## src/rtl/spi_slave_fl_if.sv

```systemverilog
// Pin and consumer bundle for spi_slave_fl.
// The slave modport is the responder's view; the master modport is the driving side.
interface spi_slave_fl_if #(
  parameter int CMD_W  = 8,
  parameter int ADDR_W = 24,
  parameter int DATA_W = 32
);
  logic              sclk;
  logic              ss;
  logic              mosi;
  wire               miso;
  logic [CMD_W-1:0]  cmd;
  logic              cmd_valid;
  logic [2:0]        cmd_type;
  logic [DATA_W-1:0] tx_data;
  logic [5:0]        tx_nbits;
  logic [ADDR_W-1:0] rx_address;
  logic [DATA_W-1:0] rx_data;
  logic              rx_valid;
  logic              tx_done;
  logic              frame_err;

  modport slave (
    input  sclk, ss, mosi, cmd_type, tx_data, tx_nbits,
    output miso, cmd, cmd_valid, rx_address, rx_data, rx_valid, tx_done, frame_err
  );
  modport master (
    output sclk, ss, mosi, cmd_type, tx_data, tx_nbits,
    input  miso, cmd, cmd_valid, rx_address, rx_data, rx_valid, tx_done, frame_err
  );
endinterface

```

## src/rtl/spi_slave_fl.sv

```systemverilog
// Oversampled SPI flash-style responder: cmd / optional addr / optional data in, up to 32 answer bits out.
// Define SPI_SLAVE_MISO_TRISTATE_EN to float miso whenever the answer phase is not active.
module spi_slave_fl #(
  parameter int CMD_W  = 8,
  parameter int ADDR_W = 24,
  parameter int DATA_W = 32
) (
  input logic           clk,
  input logic           rst,
  spi_slave_fl_if.slave bus
);
  localparam int CW = 6;

  typedef enum logic [2:0] {IDLE, CMD, ADDR, DATA, ANSWER, DONE} state_t;
  state_t state, state_nxt;

  logic [2:0]        sclk_p, ss_p;
  logic [1:0]        mosi_p;
  logic              rise, fall, ss_fall, ss_rise, mosi_s;
  logic [2:0]        type_in, type_q;
  logic [CW-1:0]     cnt, nbits_q;
  logic [DATA_W-2:0] sh;
  logic [DATA_W-1:0] tx_sh;
  logic              ans_load, last_q, miso_q;
  logic [CMD_W-1:0]  cmd_q;
  logic [ADDR_W-1:0] addr_q;
  logic [DATA_W-1:0] data_q;
  logic              cmd_valid_q, rx_valid_q, tx_done_q, frame_err_q;
  logic              bit_done, cap, rx_ok, err;

  // ss sync resets low so a frame already in progress at reset release is not picked up mid-way
  always_ff @(posedge clk or posedge rst)
    if (rst) begin
      sclk_p <= '0;
      ss_p   <= '0;
      mosi_p <= '0;
    end else begin
      sclk_p <= {sclk_p[1:0], bus.sclk};
      ss_p   <= {ss_p[1:0], bus.ss};
      mosi_p <= {mosi_p[0], bus.mosi};
    end

  assign rise     = sclk_p[1] & ~sclk_p[2];
  assign fall     = ~sclk_p[1] & sclk_p[2];
  assign ss_fall  = ~ss_p[1] & ss_p[2];
  assign ss_rise  = ss_p[1] & ~ss_p[2];
  assign mosi_s   = mosi_p[1];
  assign type_in  = (bus.cmd_type > 3'b101) ? 3'b000 : bus.cmd_type;
  assign bit_done = rise && (cnt == '0);
  assign cap      = bit_done && !ss_rise;

  always_ff @(posedge clk or posedge rst)
    if (rst) state <= IDLE;
    else     state <= state_nxt;

  always_comb begin
    state_nxt = state;
    rx_ok     = 1'b0;
    err       = 1'b0;
    unique case (state)
      IDLE:   if (ss_fall) state_nxt = CMD;
      // layout is decoded in the cmd_valid cycle so the consumer may decode cmd combinationally
      CMD:    if (cmd_valid_q)
                unique case (type_in)
                  3'b000:  state_nxt = DONE;
                  3'b001:  state_nxt = ANSWER;
                  3'b011:  state_nxt = DATA;
                  default: state_nxt = ADDR;
                endcase
      ADDR:   if (bit_done)
                state_nxt = (type_q == 3'b010) ? ANSWER : (type_q == 3'b100) ? DATA : DONE;
      DATA:   if (bit_done) state_nxt = DONE;
      // last bit stays on miso until the master's sampling edge
      ANSWER: if (last_q && rise) state_nxt = DONE;
      DONE:   state_nxt = DONE;
      default: state_nxt = IDLE;
    endcase
    if (ss_rise && state != IDLE) begin
      state_nxt = IDLE;
      if (state == DONE || (state == ANSWER && last_q)) rx_ok = 1'b1;
      else                                              err   = 1'b1;
    end
  end

  always_ff @(posedge clk or posedge rst) begin
    if (rst) begin
      cnt         <= '0;
      nbits_q     <= '0;
      type_q      <= '0;
      sh          <= '0;
      tx_sh       <= '0;
      ans_load    <= 1'b0;
      last_q      <= 1'b0;
      miso_q      <= 1'b0;
      cmd_q       <= '0;
      addr_q      <= '0;
      data_q      <= '0;
      cmd_valid_q <= 1'b0;
      rx_valid_q  <= 1'b0;
      tx_done_q   <= 1'b0;
      frame_err_q <= 1'b0;
    end else begin
      cmd_valid_q <= 1'b0;
      tx_done_q   <= 1'b0;
      rx_valid_q  <= rx_ok;
      frame_err_q <= err;
      if (rise && (state == CMD || state == ADDR || state == DATA)) begin
        sh  <= {sh[DATA_W-3:0], mosi_s};
        cnt <= cnt - 1'b1;
      end
      if (state_nxt == ANSWER && state != ANSWER) ans_load <= 1'b1;
      case (state)
        IDLE: begin
          cnt      <= CW'(CMD_W - 1);
          last_q   <= 1'b0;
          ans_load <= 1'b0;
        end
        CMD: begin
          if (cap) begin
            cmd_q       <= {sh[CMD_W-2:0], mosi_s};
            cmd_valid_q <= 1'b1;
          end
          if (cmd_valid_q) begin
            type_q  <= type_in;
            nbits_q <= (bus.tx_nbits == '0 || bus.tx_nbits > CW'(DATA_W)) ?
                       CW'(DATA_W - 1) : bus.tx_nbits - 1'b1;
            cnt     <= (type_in == 3'b011) ? CW'(DATA_W - 1) : CW'(ADDR_W - 1);
          end
        end
        ADDR: if (cap) begin
          addr_q <= {sh[ADDR_W-2:0], mosi_s};
          cnt    <= CW'(DATA_W - 1);
        end
        DATA: if (cap) data_q <= {sh, mosi_s};
        ANSWER: begin
          // tx_data is taken one cycle into the phase so it may depend on the fresh rx_address
          if (ans_load) begin
            tx_sh    <= bus.tx_data;
            cnt      <= nbits_q;
            ans_load <= 1'b0;
          end else if (fall && !last_q) begin
            miso_q <= tx_sh[DATA_W-1];
            tx_sh  <= {tx_sh[DATA_W-2:0], 1'b0};
            if (cnt == '0) begin
              tx_done_q <= 1'b1;
              last_q    <= 1'b1;
            end else begin
              cnt <= cnt - 1'b1;
            end
          end
        end
        default: ;
      endcase
      if (state_nxt != ANSWER) miso_q <= 1'b0;
    end
  end

`ifdef SPI_SLAVE_MISO_TRISTATE_EN
  assign bus.miso = (state == ANSWER && !ss_p[1]) ? miso_q : 1'bz;
`else
  assign bus.miso = miso_q;
`endif
  assign bus.cmd        = cmd_q;
  assign bus.cmd_valid  = cmd_valid_q;
  assign bus.rx_address = addr_q;
  assign bus.rx_data    = data_q;
  assign bus.rx_valid   = rx_valid_q;
  assign bus.tx_done    = tx_done_q;
  assign bus.frame_err  = frame_err_q;
endmodule

```

## src/flat_wrapper.sv

```systemverilog
// flat-port wrapper written by rule: the top's interface ports become plain ports
module spi_slave_fl_flat 
#(
  parameter int CMD_W  = 8,
  parameter int ADDR_W = 24,
  parameter int DATA_W = 32
)
  (clk, rst, bus_sclk, bus_ss, bus_mosi, bus_cmd_type, bus_tx_data, bus_tx_nbits, bus_miso, bus_cmd, bus_cmd_valid, bus_rx_address, bus_rx_data, bus_rx_valid, bus_tx_done, bus_frame_err);
  spi_slave_fl_if #(.CMD_W(CMD_W), .ADDR_W(ADDR_W), .DATA_W(DATA_W)) bus_i ();
  input logic clk;
  input logic rst;
  input wire logic [$bits(bus_i.sclk)-1:0] bus_sclk;
  input wire logic [$bits(bus_i.ss)-1:0] bus_ss;
  input wire logic [$bits(bus_i.mosi)-1:0] bus_mosi;
  input wire logic [$bits(bus_i.cmd_type)-1:0] bus_cmd_type;
  input wire logic [$bits(bus_i.tx_data)-1:0] bus_tx_data;
  input wire logic [$bits(bus_i.tx_nbits)-1:0] bus_tx_nbits;
  output wire logic [$bits(bus_i.miso)-1:0] bus_miso;
  output wire logic [$bits(bus_i.cmd)-1:0] bus_cmd;
  output wire logic [$bits(bus_i.cmd_valid)-1:0] bus_cmd_valid;
  output wire logic [$bits(bus_i.rx_address)-1:0] bus_rx_address;
  output wire logic [$bits(bus_i.rx_data)-1:0] bus_rx_data;
  output wire logic [$bits(bus_i.rx_valid)-1:0] bus_rx_valid;
  output wire logic [$bits(bus_i.tx_done)-1:0] bus_tx_done;
  output wire logic [$bits(bus_i.frame_err)-1:0] bus_frame_err;
  assign bus_i.sclk = bus_sclk;
  assign bus_i.ss = bus_ss;
  assign bus_i.mosi = bus_mosi;
  assign bus_i.cmd_type = bus_cmd_type;
  assign bus_i.tx_data = bus_tx_data;
  assign bus_i.tx_nbits = bus_tx_nbits;
  assign bus_miso = bus_i.miso;
  assign bus_cmd = bus_i.cmd;
  assign bus_cmd_valid = bus_i.cmd_valid;
  assign bus_rx_address = bus_i.rx_address;
  assign bus_rx_data = bus_i.rx_data;
  assign bus_rx_valid = bus_i.rx_valid;
  assign bus_tx_done = bus_i.tx_done;
  assign bus_frame_err = bus_i.frame_err;
  spi_slave_fl #(.CMD_W(CMD_W), .ADDR_W(ADDR_W), .DATA_W(DATA_W)) u_core (.clk(clk), .rst(rst), .bus(bus_i));
endmodule
```

## config.mk

```make
export PLATFORM = sky130hd
export DESIGN_NAME = spi_slave_fl_flat
export DESIGN_NICKNAME = d
export VERILOG_FILES = /design/src/rtl/spi_slave_fl_if.sv /design/src/rtl/spi_slave_fl.sv /design/src/flat_wrapper.sv
export SDC_FILE = /design/constraint.sdc
export NUM_CORES = 1
export LEC_CHECK = 0
export ABC_AREA = 1
export CORE_MARGIN = 2
export CORE_UTILIZATION = 35
export DETAILED_ROUTE_END_ITERATION = 8
export GPL_ROUTABILITY_DRIVEN = 1
export SLEW_MARGIN = 20
export SYNTH_ARGS = -nofsm -noshare
export SYNTH_HDL_FRONTEND = slang
export SYNTH_SLANG_ARGS = --single-unit
export TNS_END_PERCENT = 20
```

## constraint.sdc

```tcl
create_clock -name clk -period 9.8 [get_ports clk]
set_input_delay 2.94 -clock clk [delete_from_list [all_inputs] [get_ports clk]]
set_output_delay 2.94 -clock clk [all_outputs]
set_load 0.005 [all_outputs]
```

==> out/results.tsv, run 1 <==
stage	metric	value	unit
outcome	status	complete, no violations	
global_route	first-pass GRT wire length	24900	um
global_route	initial antenna violation count	0	
clock_network	clock sink count	160	
place	Inst Count DP	1123	
clock_network	H-tree levels	4	
power	PwrDens	195	nW/um2
sta	Worst Skew	16.1	ps
power	Total Power	0.00173	W
power	maximum vdd drop	130	uV
floorplan	core outline area	19400	um2
setup_path	worst path required time	10250	ps
finish	total inserted antenna cells	0	
routing	routed len/inst	13.1	um
global_route	gr ovfl total	0	
finish	Layout Utilization	0.456	
run	maximum capacitance violations	0	
clock_network	post-CTS setup repair buffer count	0	
clock_network	clock root buffer	clkbuf_16	
setup_path	WS Path Type	in -> async	
setup_path	Crit. End Element	async pin	
finish	Nets	927	
finish	area delta synth->final	28.3	%
logic_synthesis	count of cell types in the netlist	36	
sta	worst setup margin	5330	ps
sta	Final Max Slew Viols	0	
sta	RSZ-0062 raised after global routing	no	
routing	drc violations	0	
routing	via count	5302	
logic_synthesis	ranking of synthesized cells by area	dfrtp_1 58%, nand2_1 10%, o21ai_1 5.5%, inv_1 5.2%, o21ai_0 4.4%	
clock_network	TritonCTS Buffers	17	
global_route	gr usage total	0.153	
sta	measured slew at the worst slew-check pin	1010	ps
routing	vias per cell	4.59	
finish	Storage cell area	4000	um2
sta	setup TNS	0	ps
finish	fraction of layout cells with a size suffix above 1	0.0686	
logic_synthesis	synthesized cell area	6900	um2
global_route	largest net degree at the start of global routing	97	
routing	drt total wl	15200	um
clock_network	Reg clk slew, reported paths	60	ps
floorplan	Die Wd	144	um
finish	# fillers	1909	
clock_network	TritonCTS clock tree	built	
floorplan	Starting Density	0.356	
setup_path	Crit Path Max Fanout	96	
finish	Layout Cells excl Fill	1154	
global_route	number of global-route vias before repair	5022	
logic_synthesis	post-synth top area share	0.580	
logic_synthesis	leading area contributor after synthesis	dfrtp_1	
sta	final setup violation count	0	
clock_network	Skew-Pair Late Insertion Delay	430	ps
clock_network	clock tree buffer depth	2	
logic_synthesis	syn nets	825	
power	Leak	3.96	nW
logic_synthesis	post-synthesis sequential area ratio	0.580	
sta	slew margin rel.	0.323	
place	RePlAce Congestion	0.798	
logic_synthesis	Cells after Synth	775	
floorplan	num rows	51	
place	post-place setup slack	4800	ps
setup_path	crit path DAT	4930	ps
clock_network	Resize count post-CTS	0	
place	IO Port Bufs	114	
floorplan	I/O pins	115	
sta	Final min period	4470	ps
setup_path	startpoint types	input port	
logic_synthesis	Mean Syn Cell Area	8.90	um2
finish	most common cell after layout, fill and taps aside	nand2_1	
sta	maximum clock rate	0.223	GHz
floorplan	Die H	144	um
logic_synthesis	yosys warns	0	
logic_synthesis	post-synthesis register bit count	160	
clock_network	CTS Hold Bufs	0	
routing	Final ANT Viol Nets	0	
routing	First DRT Iteration DRCs	285	
hold_path	Hold Path Class	reg -> reg	
floorplan	DIE AREA	20900	um2
finish	most frequent cells in the layout	190 x nand2_1, 160 x dfrtp_1, 114 x clkdlybuf4s50_1, 94 x inv_1, 76 x o21ai_1	
place	DP HPWL	9780	um
routing	drt pass-1 iters	4	
finish	area of the multi-input gates	2350	um2
sta	Final Hold Fails	0	
sta	Period Utilization, post-route	0.457	
==> stage by stage <==
step / area [um2] / hold slack, ps
2_1_floorplan: 6900 / 331
3_3_place_gp: 8240 / 336
3_5_place_dp: 8240 / 336
4_1_cts: 8850 / 351
5_1_grt: 8850 / 366
6_report: 8850 / 350
==> area by class of cell <==
| class | instances | area share |
|---|---|---|
| clock buffers | 20 | 0.0516 |
| clock inverters | 11 | 0.0172 |
| inverters | 103 | 0.0442 |
| multi-input cells | 478 | 0.266 |
| flip-flops and latches | 160 | 0.452 |
| well taps | 265 | 0.0375 |
| repair buffers | 117 | 0.131 |
==> metal layers <==
layer | wire length (um) | global-route usage | up-vias
met3 | 1100 | 0.0520 | 13
met4 | 146 | 0.0429 | 0
li1 | - | - | 2715
met2 | 6540 | 0.228 | 128
met5 | 0 | 0 | -
met1 | 7390 | 0.212 | 2446
==> worst paths after layout <==
path / from / endpoint / slack, ps / cells past startpoint
min reg2reg: u_core.ss_p[0] / u_core.ss_p[1] / 350 / 0
max: rst / u_core.sh[30] / 5330 / 3
min: u_core.ss_p[0] / u_core.ss_p[1] / 350 / 0
max reg2reg: u_core.cnt[0] / u_core.cnt[0] / 7630 / 10
min in group asynchronous: rst / u_core.bus.cmd[5] / 3080 / 2
max in group clk: u_core.bus.cmd_valid / bus_cmd_valid / 5450 / 1
==> cells in the mapped netlist, drive strengths merged <==
master	number
nand2	192
dfrtp	160
o21ai	140
inv	103
nor2	39
o211ai	30
nand3	29
clkbuf	20
a21oi	16
buf	14
nand4	5
a22oi	4
ha	4
xor2	4
or2	3
a2bb2oi	2
nor3	2
o21bai	2
xnor2	2
a31oi	1
mux2	1
nor3b	1
o22ai	1
==> worst max-delay path: stages <==
cell,delay (ps)
clkdlybuf4s50_1,470
inv_6,630
buf_4,760
==> sequential cells by signal (all words and copies together) (netlist names), 2 cells and up <==
register,count
u_core.bus.cmd,8
u_core.nbits_q,6
u_core.sclk_p,3
u_core.state,3
u_core.mosi_p,2
u_core.ss_p,3
u_core.tx_sh,32
u_core.bus.rx_address,24
u_core.cnt,6
u_core.bus.rx_data,32
u_core.type_q,3
u_core.sh,31
==> power by group <==
part | leakage (nW) | switching, W | total [W] | internal (W)
Combinational | 1.67 | 0.000175 | 0.000277 | 0.000102
Sequential | 1.99 | 0.0000366 | 0.000765 | 0.000728
Clock | 0.301 | 0.000270 | 0.000686 | 0.000416
Total | 3.96 | 0.000482 | 0.00173 | 0.00125
==> kinds of logic after synthesis <==
kind of cell	count (synthesis)	synth area share
DFF	160	0.580
AOI/OAI and AO/OA	196	0.159
xor gates and xnor gates	6	0.00762
muxes	1	0.00163
adders and majority gates	4	0.00725
buffers and inverters	137	0.0798
and+or+nand+nor	271	0.165
No activity file was read; power rests on OpenSTA's default activity.
==> run 2: changes to the inputs <==
==> constraint.sdc (replaced) <==
create_clock -name clk -period 4.25 [get_ports clk]
set_input_delay 1.275 -clock clk [delete_from_list [all_inputs] [get_ports clk]]
set_output_delay 1.275 -clock clk [all_outputs]
set_load 0.005 [all_outputs]
==> out/results.tsv, run 2 (synthesis gave the netlist of run 1 again) <==
stage	metric	value	unit	change
outcome	status	complete, no violations		
finish	most frequent cells in the layout	190 x nand2_1, 160 x dfrtp_1, 114 x clkdlybuf4s50_1, 94 x inv_1, 76 x o21ai_1		
setup_path	startpoint types	register		
routing	met3 wire length	977	um	-11%
setup_path	worst path required time	2970	ps	-7280 ps
routing	Metal-1 WL	7490	um	+1.4%
clock_network	post-CTS setup repair buffer count	0		unchanged
hold_path	Hold Path Class	reg -> reg		
power	Leak	3.96	nW	-0.13%
sta	slew margin rel.	0.304		-0.0188
power	PwrDens	441	nW/um2	+130%
clock_network	TritonCTS Buffers	17		unchanged
global_route	gr ovfl total	0		unchanged
sta	Worst Skew	11.8	ps	-4.34 ps
finish	# fillers	1935		+1.4%
setup_path	crit path launch	u_core.bus.cmd_valid		
floorplan	Die H	144	um	unchanged
routing	drt pass-1 iters	4		unchanged
setup_path	Cell Chain, Critical Path	clkdlybuf4s50_1		
sta	maximum clock rate	0.367	GHz	
clock_network	TritonCTS clock tree	built		
place	IO Port Bufs	114		unchanged
global_route	largest net degree at the start of global routing	161		+66%
sta	final setup violation count	0		unchanged
setup_path	critical path's top delay family	buffers and inverters		
routing	drc violations	0		unchanged
setup_path	r2r endpoint	u_core.bus.rx_data[8]		
sta	Final min period	2720	ps	
routing	via count	5301		-0.019%
sta	measured slew at the worst slew-check pin	1040	ps	+29.6 ps
setup_path	Crit Path Max Fanout	5		-95%
setup_path	R2R cell count	8		-2
sta	Final Hold Fails	0		unchanged
global_route	gr usage total	0.155		+0.00272
sta	RSZ-0062 raised after global routing	no		
sta	setup TNS	0	ps	unchanged
finish	Nets	929		+0.22%
setup_path	Buf+Inv Stages, Crit Path	1		-2
setup_path	CP endpoint	bus_cmd_valid		
floorplan	DIE AREA	20900	um2	unchanged
routing	drt total wl	15100	um	-0.30%
setup_path	Crit. End Element	output pin		
setup_path	reg-to-reg startpoint	u_core.cnt[0]		
floorplan	Starting Density	0.356		unchanged
floorplan	num rows	51		unchanged
clock_network	Skew-Pair Late Insertion Delay	440	ps	about the same
routing	Final ANT Viol Nets	0		unchanged
run	maximum capacitance violations	0		unchanged
place	RePlAce Congestion	0.805		+0.81%
global_route	initial antenna violation count	0		unchanged
setup_path	CP peak stage delay	550	ps	-210 ps
setup_path	CP max-delay cell	clkdlybuf4s50_1		
setup_path	reg2reg setup slack	1970	ps	-5660 ps
setup_path	WS Path Type	reg -> out		
floorplan	Die Wd	144	um	unchanged
setup_path	crit path DAT	1450	ps	-3480 ps
clock_network	Resize count post-CTS	0		unchanged
global_route	first-pass GRT wire length	25300	um	+1.6%
routing	WL met2	6490	um	-0.73%
finish	fraction of layout cells with a size suffix above 1	0.0729		+0.00425
sta	Final Max Slew Viols	0		unchanged
finish	total inserted antenna cells	0		unchanged
place	post-place setup slack	1460	ps	-3340 ps
clock_network	clock sink count	160		unchanged
global_route	number of global-route vias before repair	5103		+1.6%
routing	routed len/inst	13.1	um	-0.56%
routing	highest routed layer	met4		
floorplan	core outline area	19400	um2	unchanged
place	DP HPWL	9760	um	-0.24%
routing	vias per cell	4.58		-0.28%
setup_path	Crit path depth	1		-2
power	maximum vdd drop	285	uV	+120%
sta	worst setup margin	1530	ps	-3800 ps
finish	area delta synth->final	28.5	%	
clock_network	clock root buffer	clkbuf_16		
clock_network	CTS Hold Bufs	0		unchanged
clock_network	clock tree buffer depth	2		unchanged
routing	First DRT Iteration DRCs	259		-9.1%
finish	most common cell after layout, fill and taps aside	nand2_1		
sta	Period Utilization, post-route	0.641		
clock_network	H-tree levels	4		unchanged
clock_network	Reg clk slew, reported paths	70	ps	about the same
floorplan	I/O pins	115		unchanged
-- run 2: cell types whose count changed in the layout (fill, tap and decap cells not counted), sizes merged --
cell,previous run,this run
buf,3,5
bufinv,3,0
clkbuf,20,17
clkinv,5,7
clkinvlp,0,1
inv,106,110
-- run 2: worst min-delay path by stage --
stage	from	endpoint	slack, ps	cells after the start
4_1_cts	u_core.ss_p[0]	u_core.ss_p[1]	350	0
3_5_place_dp	u_core.mosi_p[0]	u_core.mosi_p[1]	330	0
3_3_place_gp	u_core.mosi_p[0]	u_core.mosi_p[1]	340	0
5_1_grt	u_core.mosi_p[0]	u_core.mosi_p[1]	350	0
2_1_floorplan	u_core.mosi_p[0]	u_core.mosi_p[1]	330	0
6_report	u_core.ss_p[0]	u_core.ss_p[1]	350	0
-- run 2: where the power goes --
| part | internal [W] | total (W) | leakage, nW | switching (W) |
|---|---|---|---|---|
| Combinational | 0.000238 | 0.000639 | 1.67 | 0.000400 |
| Sequential | 0.00168 | 0.00176 | 1.99 | 0.0000846 |
| Clock | 0.000788 | 0.00151 | 0.290 | 0.000719 |
-- run 2: final cells by class --
class | count | area, um2 | area share
clock buffer | 17 | 425 | 0.0480
clock inverter | 15 | 163 | 0.0183
inverter | 103 | 390 | 0.0440
multi-input combinational | 478 | 2350 | 0.265
sequential | 160 | 4000 | 0.452
tap | 265 | 332 | 0.0374
timing repair buffer | 119 | 1200 | 0.136
-- run 2: through the flow --
stage | total power [W] | instance area [um2] | hold WS [ps] | cells | util
6_report | 0.00391 | 8870 | 350 | 1157 | 0.457
2_1_floorplan | 0.00223 | 6900 | 331 | 775 | -
3_5_place_dp | 0.00244 | 8260 | 335 | 1124 | 0.426
3_3_place_gp | 0.00242 | 8260 | 336 | 1124 | 0.426
5_1_grt | 0.00415 | 8870 | 354 | 1157 | 0.457
4_1_cts | 0.00396 | 8850 | 351 | 1156 | 0.456
-- run 2: layer usage --
layer  up-vias  GRT usage
met4         0     0.0521
met1      2471      0.214
met2       105      0.228
li1       2713          -
met3        12     0.0553
met5         -          0
==> run 3: changes to the inputs <==
==> constraint.sdc (replaced) <==
create_clock -name clk -period 2.5 [get_ports clk]
set_input_delay 0.75 -clock clk [delete_from_list [all_inputs] [get_ports clk]]
set_output_delay 0.75 -clock clk [all_outputs]
set_load 0.005 [all_outputs]
==> out/results.tsv, run 3 (synthesis gave the netlist of run 1 again) <==
stage	metric	value	unit	change
clock_network	H-tree levels	4		unchanged
setup_path	CP max-delay cell	clkdlybuf4s50_1		
finish	most common cell after layout, fill and taps aside	nand2_1		
clock_network	clock root buffer	clkbuf_16		
global_route	number of global-route vias before repair	5216		+2.2%
floorplan	Die H	144	um	unchanged
setup_path	crit path launch	u_core.bus.cmd_valid		
setup_path	CP peak stage delay	550	ps	about the same
routing	drt pass-1 iters	4		unchanged
sta	Worst Skew	13.9	ps	+2.05 ps
clock_network	Skew-Pair Late Insertion Delay	430	ps	about the same
routing	routed len/inst	13.0	um	-0.26%
setup_path	reg-to-reg startpoint	u_core.cnt[0]		
routing	drt total wl	15100	um	-0.17%
finish	most frequent cells in the layout	190 x nand2_1, 160 x dfrtp_1, 114 x clkdlybuf4s50_1, 94 x inv_1, 76 x o21ai_1		
routing	First DRT Iteration DRCs	321		+24%
sta	maximum clock rate	0.459	GHz	
setup_path	R2R cell count	10		+2
clock_network	post-CTS setup repair buffer count	0		unchanged
setup_path	Crit. End Element	output pin		
power	maximum vdd drop	465	uV	+63%
power	Leak	3.96	nW	+0.11%
clock_network	TritonCTS Buffers	17		unchanged
place	RePlAce Congestion	0.817		+1.5%
sta	Final min period	2180	ps	
sta	setup TNS	0	ps	unchanged
routing	Final ANT Viol Nets	0		unchanged
sta	measured slew at the worst slew-check pin	533	ps	-511 ps
clock_network	Resize count post-CTS	0		unchanged
finish	Layout Utilization	0.459		+0.00161
global_route	first-pass GRT wire length	25500	um	+0.79%
power	Total Power	0.00655	W	+68%
floorplan	I/O pins	115		unchanged
floorplan	DIE AREA	20900	um2	unchanged
power	PwrDens	736	nW/um2	+67%
place	DP HPWL	9980	um	+2.2%
floorplan	Die Wd	144	um	unchanged
setup_path	critical path's top delay family	buffers and inverters		
floorplan	Starting Density	0.356		unchanged
clock_network	CTS Hold Bufs	0		unchanged
floorplan	num rows	51		unchanged
floorplan	core outline area	19400	um2	unchanged
setup_path	startpoint types	register		
setup_path	r2r endpoint	u_core.bus.rx_address[14]		
place	IO Port Bufs	114		unchanged
finish	Nets	931		+0.22%
setup_path	Crit path depth	1		unchanged
sta	Fin Hold WS	354	ps	+3.87 ps
setup_path	Cell Chain, Critical Path	clkdlybuf4s50_1		
global_route	largest net degree at the start of global routing	95		-41%
run	maximum capacitance violations	0		unchanged
setup_path	Crit Path Max Fanout	5		unchanged
clock_network	Reg clk slew, reported paths	60	ps	about the same
sta	RSZ-0062 raised after global routing	no		
finish	fraction of layout cells with a size suffix above 1	0.0739		+0.00104
sta	Final Hold Fails	0		unchanged
routing	drc violations	0		unchanged
setup_path	crit path DAT	1430	ps	-20 ps
sta	slew margin rel.	0.645		+0.340
outcome	status	complete, no violations		
setup_path	reg2reg setup slack	510	ps	-1460 ps
setup_path	CP endpoint	bus_cmd_valid		
finish	area delta synth->final	28.9	%	
global_route	gr ovfl total	0		unchanged
routing	via count	5368		+1.3%
setup_path	WS Path Type	reg -> out		
sta	final setup violation count	0		unchanged
sta	Final Max Slew Viols	0		unchanged
setup_path	Buf+Inv Stages, Crit Path	1		unchanged
setup_path	worst path required time	1750	ps	-1220 ps
hold_path	Hold Path Class	reg -> reg		
global_route	initial antenna violation count	0		unchanged
sta	Period Utilization, post-route	0.872		
routing	vias per cell	4.64		+1.2%
finish	total inserted antenna cells	0		unchanged
global_route	gr usage total	0.155		-0.000365
clock_network	TritonCTS clock tree	built		
clock_network	clock sink count	160		unchanged
clock_network	clock tree buffer depth	2		unchanged
[run 3: changes by cell type in the layout (fill, tap and decap cells not counted)]
cell and delta:
buf_4 -2, clkbuf_8 +2, clkinv_8 -3, clkinv_4 -2, inv_8 -3, buf_12 +4
inv_6 +1, clkinvlp_4 +4
[run 3: layer usage]
metal / vias up / track usage / part of all wire
met2: 121 / 0.233 / 0.43
met1: 2516 / 0.211 / 0.49
met4: 0 / 0.0439 / 0.012
met5: - / 0 / 0
met3: 14 / 0.0563 / 0.070
li1: 2717 / - / -
[run 3: how the worst min path moves through the flow]
stage / from / end / slack, ps / depth (start not counted)
6_report: u_core.sclk_p[0] / u_core.sclk_p[1] / 350 / 0
4_1_cts: u_core.sclk_p[0] / u_core.sclk_p[1] / 360 / 0
3_5_place_dp: u_core.sclk_p[0] / u_core.sclk_p[1] / 340 / 0
2_1_floorplan: u_core.mosi_p[0] / u_core.mosi_p[1] / 330 / 0
5_1_grt: u_core.sclk_p[0] / u_core.sclk_p[1] / 370 / 0
3_3_place_gp: u_core.sclk_p[0] / u_core.sclk_p[1] / 340 / 0
[run 3: power by group]
group          internal [W]  switching (W)  leakage, nW
sequential          0.00285       0.000144         1.99
clock               0.00134        0.00112        0.263
combinational      0.000410       0.000680         1.71
[run 3: area by class of cell]
class                           instances  area (um2)
Fill cell                            1922       10500
Clock inverter                         12         101
Timing Repair Buffer                  121        1270
Clock buffer                           19         453
Multi-Input combinational cell        478        2350
Tap cell                              265         332
Sequential cell                       160        4000
Inverter                              103         390
[run 3: through the flow]
| stage | std cells | instance area (um2) | setup WS [ps] |
|---|---|---|---|
| after global routing | 1158 | 8900 | 260 |
| after global placement | 1127 | 8340 | 277 |
| after detailed placement | 1127 | 8340 | 230 |
| final | 1158 | 8900 | 321 |
| after CTS | 1158 | 8900 | 285 |
| after floorplan | 775 | 6900 | -279 |
